--- config.mk ---
export PLATFORM = sky130hd
export DESIGN_NAME = disp_scan_ctrl
export DESIGN_NICKNAME = d
export VERILOG_FILES = /design/src/rtl/disp_pkg.sv /design/src/rtl/disp_scan_ctrl_dec.sv /design/src/rtl/disp_scan_ctrl.sv
export SDC_FILE = /design/constraint.sdc
export NUM_CORES = 1
export LEC_CHECK = 0
export CAP_MARGIN = 20
export CORE_ASPECT_RATIO = 0.8
export CORE_MARGIN = 1
export CORE_UTILIZATION = 55
export CTS_CLUSTER_DIAMETER = 30
export DETAILED_ROUTE_END_ITERATION = 16
export PLACE_DENSITY = 0.8
export SLEW_MARGIN = 20
export SYNTH_ARGS = -nofsm -noshare
export SYNTH_HDL_FRONTEND = slang
export SYNTH_SLANG_ARGS = --single-unit
export TNS_END_PERCENT = 30
--- constraint.sdc ---
create_clock -name clk -period 3.41 [get_ports clk]
set_input_delay 0.5115 -clock clk [delete_from_list [all_inputs] [get_ports clk]]
set_output_delay 0.5115 -clock clk [all_outputs]
set_load 0.02 [all_outputs]
--- src/rtl/disp_pkg.sv ---
// disp_pkg: shared digit indices, scan FSM states and segment constants for the display scanner.
package disp_pkg;
    localparam logic [2:0] DIG_H    = 3'd7;
    localparam logic [2:0] DIG_MIN1 = 3'd6;
    localparam logic [2:0] DIG_MIN0 = 3'd5;
    localparam logic [2:0] DIG_S1   = 3'd4;
    localparam logic [2:0] DIG_S0   = 3'd3;
    localparam logic [2:0] DIG_MS2  = 3'd2;
    localparam logic [2:0] DIG_MS1  = 3'd1;
    localparam logic [2:0] DIG_MS0  = 3'd0;
    typedef enum logic [1:0] {ST_IDLE, ST_LATCH, ST_BLANK, ST_DRIVE} state_t;
    localparam logic [6:0] SEG_BLANK = 7'h7F;
    localparam logic [6:0] SEG_DASH  = 7'h3F;
    localparam logic [7:0] DP_MASK   = 8'b1010_1000;
endpackage

--- src/rtl/disp_scan_ctrl_dec.sv ---
// bcd7seg_dec: BCD digit to active-low seven-segment pattern (g..a), dash for invalid codes.
module bcd7seg_dec
    import disp_pkg::*;
(
    input  logic [3:0] i_bcd,
    output logic [6:0] o_seg_n
);
    always_comb begin
        case (i_bcd)
            4'd0:    o_seg_n = 7'h40;
            4'd1:    o_seg_n = 7'h79;
            4'd2:    o_seg_n = 7'h24;
            4'd3:    o_seg_n = 7'h30;
            4'd4:    o_seg_n = 7'h19;
            4'd5:    o_seg_n = 7'h12;
            4'd6:    o_seg_n = 7'h02;
            4'd7:    o_seg_n = 7'h78;
            4'd8:    o_seg_n = 7'h00;
            4'd9:    o_seg_n = 7'h10;
            default: o_seg_n = SEG_DASH;
        endcase
    end
endmodule

--- src/rtl/disp_scan_ctrl.sv ---
// disp_scan_ctrl: 8-digit multiplexed seven-segment scanner with per-frame snapshot and blanking gap.
// Optional leading-zero blanking of digits 7..4 when DISP_LZB_EN is defined.
module disp_scan_ctrl
    import disp_pkg::*;
#(
    parameter int SCAN_DIV  = 50000,
    parameter int BLANK_CYC = 16
)(
    input  logic       clk,
    input  logic       rst_n,
    input  logic       en,
    input  logic       freeze,
    input  logic [3:0] bcd_h,
    input  logic [3:0] bcd_min_1,
    input  logic [3:0] bcd_min_0,
    input  logic [3:0] bcd_s_1,
    input  logic [3:0] bcd_s_0,
    input  logic [3:0] bcd_ms_2,
    input  logic [3:0] bcd_ms_1,
    input  logic [3:0] bcd_ms_0,
    output logic [6:0] seg_n,
    output logic       dp_n,
    output logic [7:0] an_n,
    output logic       frame_start
);
    localparam int CW = $clog2(SCAN_DIV);
    localparam logic [CW-1:0] BLANK_LAST = CW'(BLANK_CYC - 1);
    localparam logic [CW-1:0] DRIVE_LAST = CW'(SCAN_DIV - BLANK_CYC - 1);

    state_t          r_state;
    logic [CW-1:0]   r_cnt;
    logic [2:0]      r_idx;
    logic [7:0][3:0] r_snap;
    logic            r_en_q;

    logic [7:0][3:0] w_live;
    logic [7:0][3:0] w_snap_nx;
    logic [2:0]      w_idx_nx;
    logic [6:0]      w_seg_dec;
    logic [6:0]      w_seg_nx;
    logic            w_last;

    assign w_live    = {bcd_h, bcd_min_1, bcd_min_0, bcd_s_1, bcd_s_0, bcd_ms_2, bcd_ms_1, bcd_ms_0};
    // The first blank slot must already show the freshly latched digit, so decode the incoming snapshot.
    assign w_snap_nx = (r_state == ST_LATCH && !freeze) ? w_live : r_snap;
    assign w_idx_nx  = (r_state == ST_LATCH) ? DIG_H : r_idx - 3'd1;
    assign w_last    = r_cnt == ((r_state == ST_BLANK) ? BLANK_LAST : DRIVE_LAST);

    bcd7seg_dec u_dec (
        .i_bcd   (w_snap_nx[w_idx_nx]),
        .o_seg_n (w_seg_dec)
    );

`ifdef DISP_LZB_EN
    logic [7:0] w_lz;
    always_comb begin
        w_lz      = '0;
        w_lz[7]   = w_snap_nx[7] == 4'd0;
        w_lz[6]   = w_lz[7] && w_snap_nx[6] == 4'd0;
        w_lz[5]   = w_lz[6] && w_snap_nx[5] == 4'd0;
        w_lz[4]   = w_lz[5] && w_snap_nx[4] == 4'd0;
    end
    assign w_seg_nx = w_lz[w_idx_nx] ? SEG_BLANK : w_seg_dec;
`else
    assign w_seg_nx = w_seg_dec;
`endif

    always_ff @(posedge clk or negedge rst_n) begin
        if (!rst_n) begin
            r_state     <= ST_IDLE;
            r_cnt       <= '0;
            r_idx       <= DIG_H;
            r_snap      <= '0;
            r_en_q      <= 1'b0;
            seg_n       <= SEG_BLANK;
            dp_n        <= 1'b1;
            an_n        <= 8'hFF;
            frame_start <= 1'b0;
        end else if (!en) begin
            r_state     <= ST_IDLE;
            r_cnt       <= '0;
            r_en_q      <= 1'b0;
            seg_n       <= SEG_BLANK;
            dp_n        <= 1'b1;
            an_n        <= 8'hFF;
            frame_start <= 1'b0;
        end else begin
            r_en_q      <= 1'b1;
            r_cnt       <= r_cnt + 1'b1;
            frame_start <= 1'b0;
            case (r_state)
                ST_IDLE: if (r_en_q) begin
                    r_state     <= ST_LATCH;
                    r_cnt       <= '0;
                    frame_start <= 1'b1;
                end
                ST_LATCH: begin
                    r_state <= ST_BLANK;
                    r_cnt   <= '0;
                    r_snap  <= w_snap_nx;
                    r_idx   <= w_idx_nx;
                    seg_n   <= w_seg_nx;
                    dp_n    <= ~DP_MASK[w_idx_nx];
                    an_n    <= 8'hFF;
                end
                ST_BLANK: if (w_last) begin
                    r_state <= ST_DRIVE;
                    r_cnt   <= '0;
                    an_n    <= ~(8'b1 << r_idx);
                end
                ST_DRIVE: if (w_last) begin
                    r_cnt <= '0;
                    an_n  <= 8'hFF;
                    if (r_idx == DIG_MS0) begin
                        r_state     <= ST_LATCH;
                        frame_start <= 1'b1;
                        seg_n       <= SEG_BLANK;
                        dp_n        <= 1'b1;
                    end else begin
                        r_state <= ST_BLANK;
                        r_idx   <= w_idx_nx;
                        seg_n   <= w_seg_nx;
                        dp_n    <= ~DP_MASK[w_idx_nx];
                    end
                end
                default: r_state <= ST_IDLE;
            endcase
        end
    end
endmodule

==> impl_metrics.env, run 1 <==
export IMPL_outcome="finished, violations left"
export IMPL_violations="design-rule violations"
export IMPL_dp_hpwl_um=6350
export IMPL_grt_antenna_before_repair=0
export IMPL_ys_warn_count=0
export IMPL_root_buffer="clkbuf_8"
export IMPL_grt_pass1_wl_um=14800
export IMPL_max_freq_mhz=319
export IMPL_rr_worst_depth=10
export IMPL_finalClockSkew_ns=0.0123
export IMPL_grt_max_degree=49
export IMPL_fin_tns_setup_ns=0
export IMPL_dr_pass1_iters=11
export IMPL_post_route_period_util=0.918
export IMPL_drv_slew=0
export IMPL_syn_nets=404
export IMPL_antenna_cells=0
export IMPL_cap_violations=0
export IMPL_die_w_um=97.6
export IMPL_end_kind="flip-flop"
export IMPL_clkTransAtPathRegs_ns=0.08
export IMPL_worst_slew_pin_slew_ns=0.811
export IMPL_path_class="reg2reg"
export IMPL_required_ns=3.67
export IMPL_design_area_um2=4870
export IMPL_clock_path_buffers=2
export IMPL_cts_tree="built"
export IMPL_wirelength_um=8860
export IMPL_io_pins=53
export IMPL_crit_arrival_ns=3.39
export IMPL_layout_drive_gt1_share=0.270
export IMPL_leakagePower_nw=2.07
export IMPL_portBuffers=52
export IMPL_r2r_start="r_idx[0]$_DFFE_PN1P_"
export IMPL_drc=4
export IMPL_start_kind="flip-flop"
export IMPL_fin_crit_ns=3.13
export IMPL_wl_per_cell_um=17.7
export IMPL_core_um2=6990
export IMPL_grt_pass1_vias=2988
export IMPL_p_per_area_nw_per_um2=864
export IMPL_critPathMaxFanout=8
export IMPL_drt_iter0_drc=218
export IMPL_die_h_um=78.5
export IMPL_synth_cell_types=59
export IMPL_htree_levels=3
export IMPL_async_flop_share=1.00
export IMPL_floorplan_initialDensity=0.575
export IMPL_hold_buffers=0
export IMPL_rsz0062_at_grt="false"
export IMPL_fillCellCount=511
export IMPL_peakVddDrop_mv=0.409
export IMPL_post_synth_top_count_cell="dfrtp_1"
export IMPL_seq_area_frac_synth=0.448
export IMPL_clk_latency_ns=0.36
export IMPL_ant_nets=0
export IMPL_yosys_top_cells_count="dfrtp_1 (52), mux2_2 (43), nor2_1 (38)"
export IMPL_globalplace_congestion=0.847
export IMPL_nets=464
export IMPL_syn2layout_area_growth_pct=21.1
export IMPL_total_power_w=0.00421
export IMPL_setup_viol=0
export IMPL_ys_ff_latch=71
export IMPL_syn_inst=350
export IMPL_vias_per_cell=5.96
export IMPL_slew_headroom=0.454
export IMPL_rows=27
export IMPL_grtUsageTotal=0.250
export IMPL_ys_flop_type="dfrtp_1"
export IMPL_cts_made_buffers=9
export IMPL_yosysTopAreaCell="dfrtp_1"
export IMPL_gr_total_overflow=0
export IMPL_cts_sinks=71
export IMPL_hold_path_class="in2async"
export IMPL_vias=2991
export IMPL_r2r_end="seg_n[3]$_DFFE_PN1P_"
export IMPL_reg2reg_setup_slack_ns=0.28
export IMPL_synth_edff_count=0
export IMPL_syn_area_per_cell_um2=11.5
export IMPL_netlist_area_leader_share=0.324
export IMPL_synth_area_leaders="dfrtp_1 (32%), dfstp_2 (12%), mux2_2 (12%)"
export IMPL_finalHoldViolCount=0
export IMPL_die_area_um2=7660
export IMPL_syn_area_um2=4020
export IMPL_dpl_cell_area_um2=4650
where the power goes:
part	leakage, nW	total, W	switching, W	internal, W
registers	0.858	0.00130	0.000165	0.00113
clock network	0.106	0.000735	0.000325	0.000411
logic	1.11	0.00218	0.00119	0.000990
total	2.07	0.00421	0.00168	0.00253
cell type report:
| class | instances | area (µm²) | share of cell area |
|---|---|---|---|
| clock inverters | 6 | 86.3 | 0.0177 |
| well taps | 87 | 109 | 0.0224 |
| multi-input cells | 255 | 2110 | 0.434 |
| flip-flops and latches | 71 | 1800 | 0.370 |
| inverters | 12 | 45.0 | 0.00925 |
| clock buffers | 10 | 128 | 0.0262 |
| repair buffers | 61 | 586 | 0.120 |
worst max-delay path by stage:
stage | startpoint | endpoint | cells after the start
global placement | freeze | seg_n[3]$_DFFE_PN1P_ | 10
detailed placement | freeze | seg_n[3]$_DFFE_PN1P_ | 10
global route | r_idx[0]$_DFFE_PN1P_ | seg_n[5]$_DFFE_PN1P_ | 11
floorplan | r_idx[0]$_DFFE_PN1P_ | seg_n[3]$_DFFE_PN1P_ | 10
CTS | r_idx[0]$_DFFE_PN1P_ | seg_n[3]$_DFFE_PN1P_ | 10
finish | r_idx[0]$_DFFE_PN1P_ | seg_n[3]$_DFFE_PN1P_ | 10
logic make-up (layout without fill, tap and decap cells):
| kind of cell | after synthesis | in the layout | synth area share |
|---|---|---|---|
| AND/OR/NAND/NOR | 111 | 111 | 0.140 |
| multiplexers | 59 | 59 | 0.192 |
| AO/OA/AOI/OAI | 51 | 51 | 0.0996 |
| buffers and inverters | 24 | 89 | 0.0280 |
| flip-flops | 71 | 71 | 0.448 |
| adder cells (fa/ha/maj) | 18 | 18 | 0.0560 |
| XOR/XNOR | 16 | 16 | 0.0367 |
layer usage:
metal  part of all wire  GRT usage
met5                  0          0
met4             0.0093     0.0652
met2               0.46      0.394
met1               0.47      0.348
met3              0.057     0.0606
placed cells by master, fill, tap and decap left out, types with 4 or more instances in the layout:
master,synthesis,routed
inv_1,12,12
mux2_2,43,43
o21ai_0,7,7
nand2b_1,5,5
clkbuf_8,0,9
a211oi_1,11,11
nand3_1,10,10
dfrtp_1,52,52
nor2_1,38,38
clkdlybuf4s50_1,0,51
a21oi_1,5,5
mux2i_1,5,5
a22oi_1,4,4
ha_1,18,18
and3_1,9,9
nand2_1,22,22
mux4_2,10,10
buf_4,1,10
xor2_1,6,6
dfstp_2,19,19
xnor2_1,9,9
metrics by stage:
step / setup WS [ns] / hold WS, ns / util / instances
5_1_grt: 0.0807 / 0.220 / 0.696 / 502
4_1_cts: 0.135 / 0.394 / 0.695 / 502
3_3_place_gp: 0.269 / 0.444 / 0.664 / 486
6_report: 0.280 / 0.172 / 0.696 / 502
3_5_place_dp: 0.206 / 0.450 / 0.664 / 486
2_1_floorplan: 0.472 / 0.216 / - / 350
worst max-delay path, stage by stage (launching register included):
cell and delay [ns]:
dfstp_2 0.63, inv_1 0.08, ha_1 0.25, xor2_2 0.30, nor2_2 0.09, mux2_1 0.34, a2111oi_2 0.41, or3_1 0.27
ha_1 0.28, and2_1 0.15, a221oi_1 0.24
state kept, by name, indices dropped and copies added, names as in the netlist:
register / count
an_n: 8
r_en_q: 1
r_cnt: 16
r_snap: 32
frame_start: 1
r_idx: 3
dp_n: 1
seg_n: 7
r_state: 2
repair_timing:
action | CTS | global route
endpoints found under the setup margin | 0 | 6
setup buffers | 0 | 0
resized for setup | 0 | 2
No activity file was read; power rests on OpenSTA's default activity.
==> run 2: changes to the inputs <==
SETUP_SLACK_MARGIN = 0.15   (was default)
==> run 2 against run 1 <==
  * The flow still finishes with violations (design-rule violations)
  * Fmax grew 1.7%
  * Sequential cell count is the same
  * Combinational power grew 3%
  * Design area grew 0.90%
==> impl_metrics.env, run 2 (synthesis results as in run 1) <==
export IMPL_outcome="finished, violations left"
export IMPL_violations="design-rule violations"
export IMPL_crit_family="compound AO/OA/AOI/OAI gates"
export IMPL_grt_pass1_wl_um=14800
export IMPL_crit_chain="inv_1, ha_1, xor2_4, nor2_2, mux2_1, a2111oi_2, or3_4, ha_1, and2_1, a221oi_1"
export IMPL_slew_headroom=0.474
export IMPL_grtUsageTotal=0.250
export IMPL_drt_iter0_drc=184
export IMPL_io_pins=53
export IMPL_design_area_um2=4910
export IMPL_finalHoldViolCount=0
export IMPL_fillCellCount=507
export IMPL_grt_util_met3=0.0597
export IMPL_die_w_um=97.6
export IMPL_layout_drive_gt1_share=0.281
export IMPL_gr_total_overflow=0
export IMPL_path_class="reg2reg"
export IMPL_post_route_period_util=0.903
export IMPL_crit_arrival_ns=3.33
export IMPL_grt_pass1_vias=2974
export IMPL_cts_sinks=71
export IMPL_drv_slew=0
export IMPL_reg2reg_setup_slack_ns=0.33
export IMPL_cp_num_buf_inv=1
export IMPL_core_um2=6990
export IMPL_fin_util=0.702
export IMPL_dr_pass1_iters=11
export IMPL_final_common_cell="dfrtp_1"
export IMPL_worst_slew_pin_slew_ns=0.789
export IMPL_final_cell_mix="dfrtp_1 (52), clkdlybuf4s50_1 (51), mux2_2 (43)"
export IMPL_ant_nets=0
export IMPL_largest_register="r_snap"
export IMPL_pre_cts_slack_ns=0.206
export IMPL_rsz0062_at_grt="false"
export IMPL_setup_viol=0
export IMPL_drc=4
export IMPL_portBuffers=52
export IMPL_crit_slowest_cell="dfstp_2"
export IMPL_total_power_w=0.00428
export IMPL_rr_worst_depth=10
export IMPL_peakVddDrop_mv=0.413
export IMPL_hold_path_class="in2async"
export IMPL_clkTransAtPathRegs_ns=0.08
export IMPL_largest_reg_flops=32
export IMPL_floorplan_initialDensity=0.575
export IMPL_p_per_area_nw_per_um2=871
export IMPL_vias=3011
export IMPL_wirelength_um=8970
export IMPL_path_common_cell="ha_1"
export IMPL_cts_tree="built"
export IMPL_htree_levels=3
export IMPL_clk_latency_ns=0.35
export IMPL_largestRegisters="r_snap: 32 flops, r_cnt: 16 flops, an_n: 8 flops"
export IMPL_fin_tns_setup_ns=0
export IMPL_required_ns=3.66
export IMPL_globalplace_congestion=0.847
export IMPL_rows=27
export IMPL_nets=466
export IMPL_cts_made_buffers=9
export IMPL_die_area_um2=7660
export IMPL_dp_hpwl_um=6350
export IMPL_finalClockSkew_ns=0.0113
export IMPL_die_h_um=78.5
export IMPL_gr_usage_met2=0.392
export IMPL_start_kind="flip-flop"
export IMPL_cap_violations=0
export IMPL_root_buffer="clkbuf_8"
export IMPL_critPathMaxFanout=7
export IMPL_r2r_start="r_idx[1]$_DFFE_PN1P_"
export IMPL_vias_per_cell=5.97
export IMPL_fin_ws_ns=0.331
export IMPL_r2r_end="seg_n[3]$_DFFE_PN1P_"
export IMPL_wl_per_cell_um=17.8
export IMPL_fin_crit_ns=3.08
export IMPL_dpl_cell_area_um2=4650
export IMPL_met1_usage=0.351
export IMPL_clock_path_buffers=2
export IMPL_syn2layout_area_growth_pct=22.2
export IMPL_end_kind="flip-flop"
export IMPL_grt_max_degree=49
export IMPL_grt_busiest_layer="met2"
export IMPL_slowest_delay_ns=0.56
export IMPL_leakagePower_nw=2.09
export IMPL_grt_antenna_before_repair=0
export IMPL_antenna_cells=0
export IMPL_max_freq_mhz=325
==> run 2: final cells by class <==
cell class / count / area [µm²] / share of cell area
tap: 87 / 109 / 0.0222
inverter: 12 / 45.0 / 0.00917
timing repair buffer: 63 / 601 / 0.122
clock buffer: 10 / 128 / 0.0260
sequential: 71 / 1800 / 0.367
multi-input combinational: 255 / 2140 / 0.436
clock inverter: 6 / 86.3 / 0.0176
==> run 2: how the worst max path moves through the flow <==
stage                           end  cells past startpoint                 start  slack (ns)
6_report       seg_n[3]$_DFFE_PN1P_                     10  r_idx[1]$_DFFE_PN1P_        0.33
5_1_grt        seg_n[3]$_DFFE_PN1P_                     10  r_idx[1]$_DFFE_PN1P_        0.17
4_1_cts        seg_n[3]$_DFFE_PN1P_                     10  r_idx[0]$_DFFE_PN1P_        0.20
3_5_place_dp   seg_n[3]$_DFFE_PN1P_                     10                freeze        0.21
3_3_place_gp   seg_n[3]$_DFFE_PN1P_                     10                freeze        0.27
2_1_floorplan  seg_n[3]$_DFFE_PN1P_                     10  r_idx[0]$_DFFE_PN1P_        0.47
==> run 2: layer usage <==
metal	vias up	wire length (µm)
met5	-	0
met4	0	81
met3	13	520
met2	110	4130
met1	1496	4230
li1	1392	-
==> run 2: metrics by stage <==
step	std cells	hold slack (ns)
global route	504	0.217
floorplan	350	0.216
finish	504	0.173
detailed placement	486	0.450
global placement	486	0.444
CTS	502	0.394
==> run 2: report_power, final <==
group	internal, W	total (W)	switching [W]	leakage [nW]
Combinational	0.00103	0.00225	0.00121	1.12
Clock	0.000411	0.000735	0.000325	0.106
Sequential	0.00113	0.00130	0.000166	0.858
==> run 2: repair_timing <==
| item | CTS | global route |
|---|---|---|
| hold endpoints to repair | 0 | 0 |
| setup endpoints to repair | 1 | 7 |
| resized for setup | 1 | 5 |
| hold buffers | 0 | 0 |
| buffers inserted | 0 | 2 |
